<file path="src/rtl/wb_reg_file.sv">
// wb_reg_file: integer register file at the consumer end of the writeback path.
//
// Commits the writeback word to the register array, serves two decode-stage read
// ports with same-cycle write-through bypass, and keeps a one-bit-per-register
// scoreboard for long-latency producers so decode can stall on a dependent read.
//
// Ports
//   clk, reset                 clock and asynchronous active-high reset
//   io_wb_en/addr/wd           writeback commit (x0 writes dropped)
//   io_rsN_en/addr             read port N enable (stall qualifier) and address
//   io_rsN_data/busy           read port N data (bypassed) and busy flag
//   io_sb_set/addr             mark destination of an issuing long-latency op busy
//   io_stall                   an enabled source is waiting on a producer
//   io_busy_vec                raw scoreboard state, bit i = register i busy
module wb_reg_file #(
    parameter int unsigned XLEN  = 32,
    parameter int unsigned NREGS = 32,
    parameter int unsigned AW    = 5
) (
    input  logic             clk,
    input  logic             reset,
    input  logic             io_wb_en,
    input  logic [AW-1:0]    io_wb_addr,
    input  logic [XLEN-1:0]  io_wb_wd,
    input  logic             io_rs1_en,
    input  logic [AW-1:0]    io_rs1_addr,
    output logic [XLEN-1:0]  io_rs1_data,
    output logic             io_rs1_busy,
    input  logic             io_rs2_en,
    input  logic [AW-1:0]    io_rs2_addr,
    output logic [XLEN-1:0]  io_rs2_data,
    output logic             io_rs2_busy,
    input  logic             io_sb_set,
    input  logic [AW-1:0]    io_sb_addr,
    output logic             io_stall,
    output logic [NREGS-1:0] io_busy_vec
);

    logic [XLEN-1:0]  regs_q [NREGS];
    logic [NREGS-1:0] sb_q;
    logic [NREGS-1:0] sb_d;
    logic             rs1_hit;
    logic             rs2_hit;

    // Register array; entry 0 is never written and never read out.
    always_ff @(posedge clk or posedge reset) begin
        if (reset) begin
            for (int i = 0; i < int'(NREGS); i++) begin
                regs_q[i] <= '0;
            end
        end else if (io_wb_en && (io_wb_addr != '0)) begin
            regs_q[io_wb_addr] <= io_wb_wd;
        end
    end

    // Scoreboard next state: a set in the same cycle as a clearing writeback wins,
    // because the set belongs to a newer producer of the same register.
    always_comb begin
        sb_d = sb_q;
        for (int i = 1; i < int'(NREGS); i++) begin
            if (io_sb_set && (io_sb_addr == AW'(i))) begin
                sb_d[i] = 1'b1;
            end else if (io_wb_en && (io_wb_addr == AW'(i))) begin
                sb_d[i] = 1'b0;
            end
        end
        sb_d[0] = 1'b0;
    end

    always_ff @(posedge clk or posedge reset) begin
        if (reset) begin
            sb_q <= '0;
        end else begin
            sb_q <= sb_d;
        end
    end

    // A source being written this cycle is served by the bypass, so its
    // clearing writeback also hides the busy bit in the same cycle.
    assign rs1_hit = io_wb_en && (io_wb_addr == io_rs1_addr);
    assign rs2_hit = io_wb_en && (io_wb_addr == io_rs2_addr);

    assign io_rs1_data = (io_rs1_addr == '0) ? '0 :
                         rs1_hit             ? io_wb_wd : regs_q[io_rs1_addr];
    assign io_rs2_data = (io_rs2_addr == '0) ? '0 :
                         rs2_hit             ? io_wb_wd : regs_q[io_rs2_addr];

    assign io_rs1_busy = sb_q[io_rs1_addr] && !rs1_hit;
    assign io_rs2_busy = sb_q[io_rs2_addr] && !rs2_hit;

    assign io_stall    = (io_rs1_en && io_rs1_busy) || (io_rs2_en && io_rs2_busy);
    assign io_busy_vec = sb_q;

endmodule
</file>
<file path="config.mk">
export PLATFORM = sky130hd
export DESIGN_NAME = wb_reg_file
export DESIGN_NICKNAME = d
export VERILOG_FILES = /design/src/rtl/wb_reg_file.sv
export SDC_FILE = /design/constraint.sdc
export NUM_CORES = 2
export LEC_CHECK = 0
export BUFFER_PORTS_ARGS = -buffer_cell sky130_fd_sc_hd__buf_4
export CORE_UTILIZATION = 35
export DETAILED_ROUTE_END_ITERATION = 8
export GPL_TIMING_DRIVEN = 0
export PLACE_DENSITY_LB_ADDON = 0.25
export SKIP_LAST_GASP = 1
export SLEW_MARGIN = 20
export SYNTH_ARGS = -nofsm -noshare
export SYNTH_HDL_FRONTEND = slang
export SYNTH_SLANG_ARGS = --single-unit
</file>
<file path="constraint.sdc">
create_clock -name clk -period 50 [get_ports clk]
set_input_delay 10 -clock clk [delete_from_list [all_inputs] [get_ports clk]]
set_output_delay 10 -clock clk [all_outputs]
set_load 0.05 [all_outputs]
</file>
==> impl_metrics.py <==
metrics = {
    "min_path": {
        "worstHoldPathCells": 1,
        "hold_class": "reg -> reg",
        "min-delay-start": "regs_q[1007]",
        "min_to": "regs_q[1007]",
    },
    "sta": {
        "relSlewSlack": 0.147,
        "finalHoldViolations": 0,
        "clock_skew_ps": 0,
        "max_freq_mhz": 40.6,
        "timing.final.crit_share": 0.493,
        "fin_setup_tns_ps": 0,
        "drv_slew": 0,
        "rsz0062_at_grt": "no",
        "setup_viol": 0,
        "period_needed_ps": 24630,
        "tightestPinTransition_ps": 1280,
    },
    "placed_design": {
        "hpwl_mm": 178,
        "placedCellCount": 6117,
        "port_buffers": 140,
        "gp_congestion": 0.981,
        "placedInstanceArea_mm2": 0.0604,
    },
    "die": {
        "initial_core_util": 0.354,
        "die_x_um": 403,
        "pin_count": 157,
        "die_h_um": 403,
        "core_mm2": 0.159,
        "die_area_mm2": 0.163,
        "rows": 146,
    },
    "outcome": {
        "status": "completed",
    },
    "cells_and_area": {
        "fillers": 14800,
        "final_common_cell": "dfrtp_1",
        "final_net_count": 4146,
        "design_area_mm2": 0.0644,
        "area_growth_pct": 14.3,
        "seq_area_mm2": 0.0264,
        "fin_cells": 6352,
        "drive_gt1_frac": 0.437,
        "multiInputGateArea_mm2": 0.0278,
        "mostFrequentLayoutCells": "1055 x dfrtp_1, 779 x mux2_2, 505 x mux4_2",
    },
    "yosys": {
        "synth.distinct_cells": 55,
        "ys_seq_area_frac": 0.468,
        "async_reset_ff_frac": 1.00,
        "avgSynthCellArea_um2": 14.8,
        "netlist_area_mm2": 0.0564,
        "synth-main-ff-cell": "dfrtp_1",
        "ys_warn_count": 0,
        "synth_nets": 3877,
        "ys_ff_latch": 1055,
        "syn_inst": 3819,
        "synth_edf_count": 0,
    },
    "clocking": {
        "cts.root.buffer_cell": "clkbuf_16",
        "clkSlewWorstSetupHoldPaths_ps": 50,
        "ctsHoldBuffers": 0,
        "clock_sinks": 1055,
        "clock_path_buffers": 3,
        "postCtsSetupRepairBufs": 0,
        "cts_resized": 0,
        "htree_levels": 3,
        "cts_tree": "done",
        "numCtsBuffers": 115,
        "clk_latency_ps": 770,
    },
    "global_routing": {
        "overflow": 0,
        "grt_max_degree": 101,
        "grt_pass1_vias": 39200,
        "grt_use_total": 0.300,
        "grt_first_pass_wirelength_mm": 335,
        "antenna_found_initial": 14,
    },
    "pwr": {
        "p_leak_nw": 27.7,
        "peakVddDrop_mv": 0.0273,
        "power.density_mw_per_mm2": 41.9,
    },
    "detailed_routing": {
        "drt_wl_total_mm": 245,
        "drc": 0,
        "num_vias": 40300,
        "dr.first_iter.drc_count": 5471,
        "avgViaCountPerCell": 6.34,
        "dr.pass1.iters": 8,
        "antenna_left": 0,
        "wl_per_cell_um": 38.6,
    },
    "worst_setup_path": {
        "r2r-start": "io_busy_vec[29]",
        "cp-end-kind": "output port",
        "r2r_cells": 2,
        "critPathKind": "in -> out",
        "timing.rr.end": "io_busy_vec[29]",
        "reg2reg_setup_slack_ps": 49030,
        "cp.arrival_ps": 14630,
        "critPathMaxFanout": 10,
        "required_ps": 40000,
        "worstSetupStartpointType": "primary input",
    },
    "run": {
        "drv_cap": 0,
    },
}
## cell usage after synthesis, types with 26 or more instances
master / count / share of area
mux4_2: 505 / 0.20
a21oi_1: 29 / 0.0026
buf_6: 26 / 0.0052
nor3_1: 37 / 0.0033
nor2_1: 89 / 0.0059
buf_4: 30 / 0.0040
o21ai_0: 52 / 0.0046
buf_2: 118 / 0.010
buf_1: 28 / 0.0019
clkbuf_1: 236 / 0.016
mux2_2: 779 / 0.16
o22ai_1: 138 / 0.015
mux2i_1: 85 / 0.015
nand2_1: 99 / 0.0066
o211ai_1: 31 / 0.0041
mux2_1: 237 / 0.047
dfrtp_1: 1055 / 0.47
## worst max-delay path, stage by stage
cell	delay (ps)
buf_2	240
buf_4	310
buf_2	410
nand3_1	930
buf_2	500
o22ai_1	120
nor4_1	940
nor2_1	100
a21oi_1	680
buf_4	330
## how the worst max path moves through the flow
stage | startpoint | endpoint | slack, ps | depth (start not counted)
after detailed placement | io_rs1_addr[1] | io_rs1_data[9] | 25710 | 10
after floorplan | reset | io_busy_vec[10] | 10300 | 1
after global routing | io_rs1_addr[1] | io_rs1_data[9] | 25610 | 10
final | io_rs1_addr[1] | io_rs1_data[9] | 25370 | 10
after CTS | io_rs1_addr[1] | io_rs1_data[9] | 25710 | 10
after global placement | reset | regs_q[847] | -3110 | 2
## report_power, final
group	internal (mW)	switching, mW
sequential	1.02	0.128
combinational	0.312	0.327
clock	0.523	0.389
## state kept, by name, indices dropped and copies added (netlist names)
signal / count
regs_q: 1024
io_busy_vec: 31
## logic make-up (layout without fill, tap and decap cells)
group	Yosys count	in the layout	synth area share
flip-flops	1055	1055	0.468
buffers and inverters	450	814	0.0387
AO/OA/AOI/OAI	373	373	0.0442
AND/OR/NAND/NOR	324	324	0.0271
XOR/XNOR	10	10	0.00155
other	1	24	0.0000665
multiplexers	1606	1606	0.420
## layer usage
layer  track usage  part of all wire  vias up
met5             0           0.00019        -
met4         0.151             0.058        6
met3        0.0959              0.11      622
met2         0.432              0.43     2526
met1         0.404              0.40    21800
li1              -                 -    15300
## metrics by stage
stage           util  worst slack, ps  power (mW)  hold WS [ps]
5_1_grt        0.405            25610        2.78           501
6_report       0.405            25370        2.70           474
3_5_place_dp   0.380            25710        1.78           464
2_1_floorplan      -            10300        1.55           441
3_3_place_gp   0.378            -3110        1.76           454
4_1_cts        0.405            25710        2.68           479
## area by class of cell
cell class / count / share of cell area
diodes: 23 / 0.000893
plain buffers: 441 / 0.0338
clock buffers: 165 / 0.0502
clock inverters: 47 / 0.0107
inverters: 9 / 0.000641
multi-input cells: 2314 / 0.431
flip-flops and latches: 1055 / 0.410
well taps: 2146 / 0.0417
repair buffers: 152 / 0.0211
Note: power is estimated with default switching activity, not from simulation.
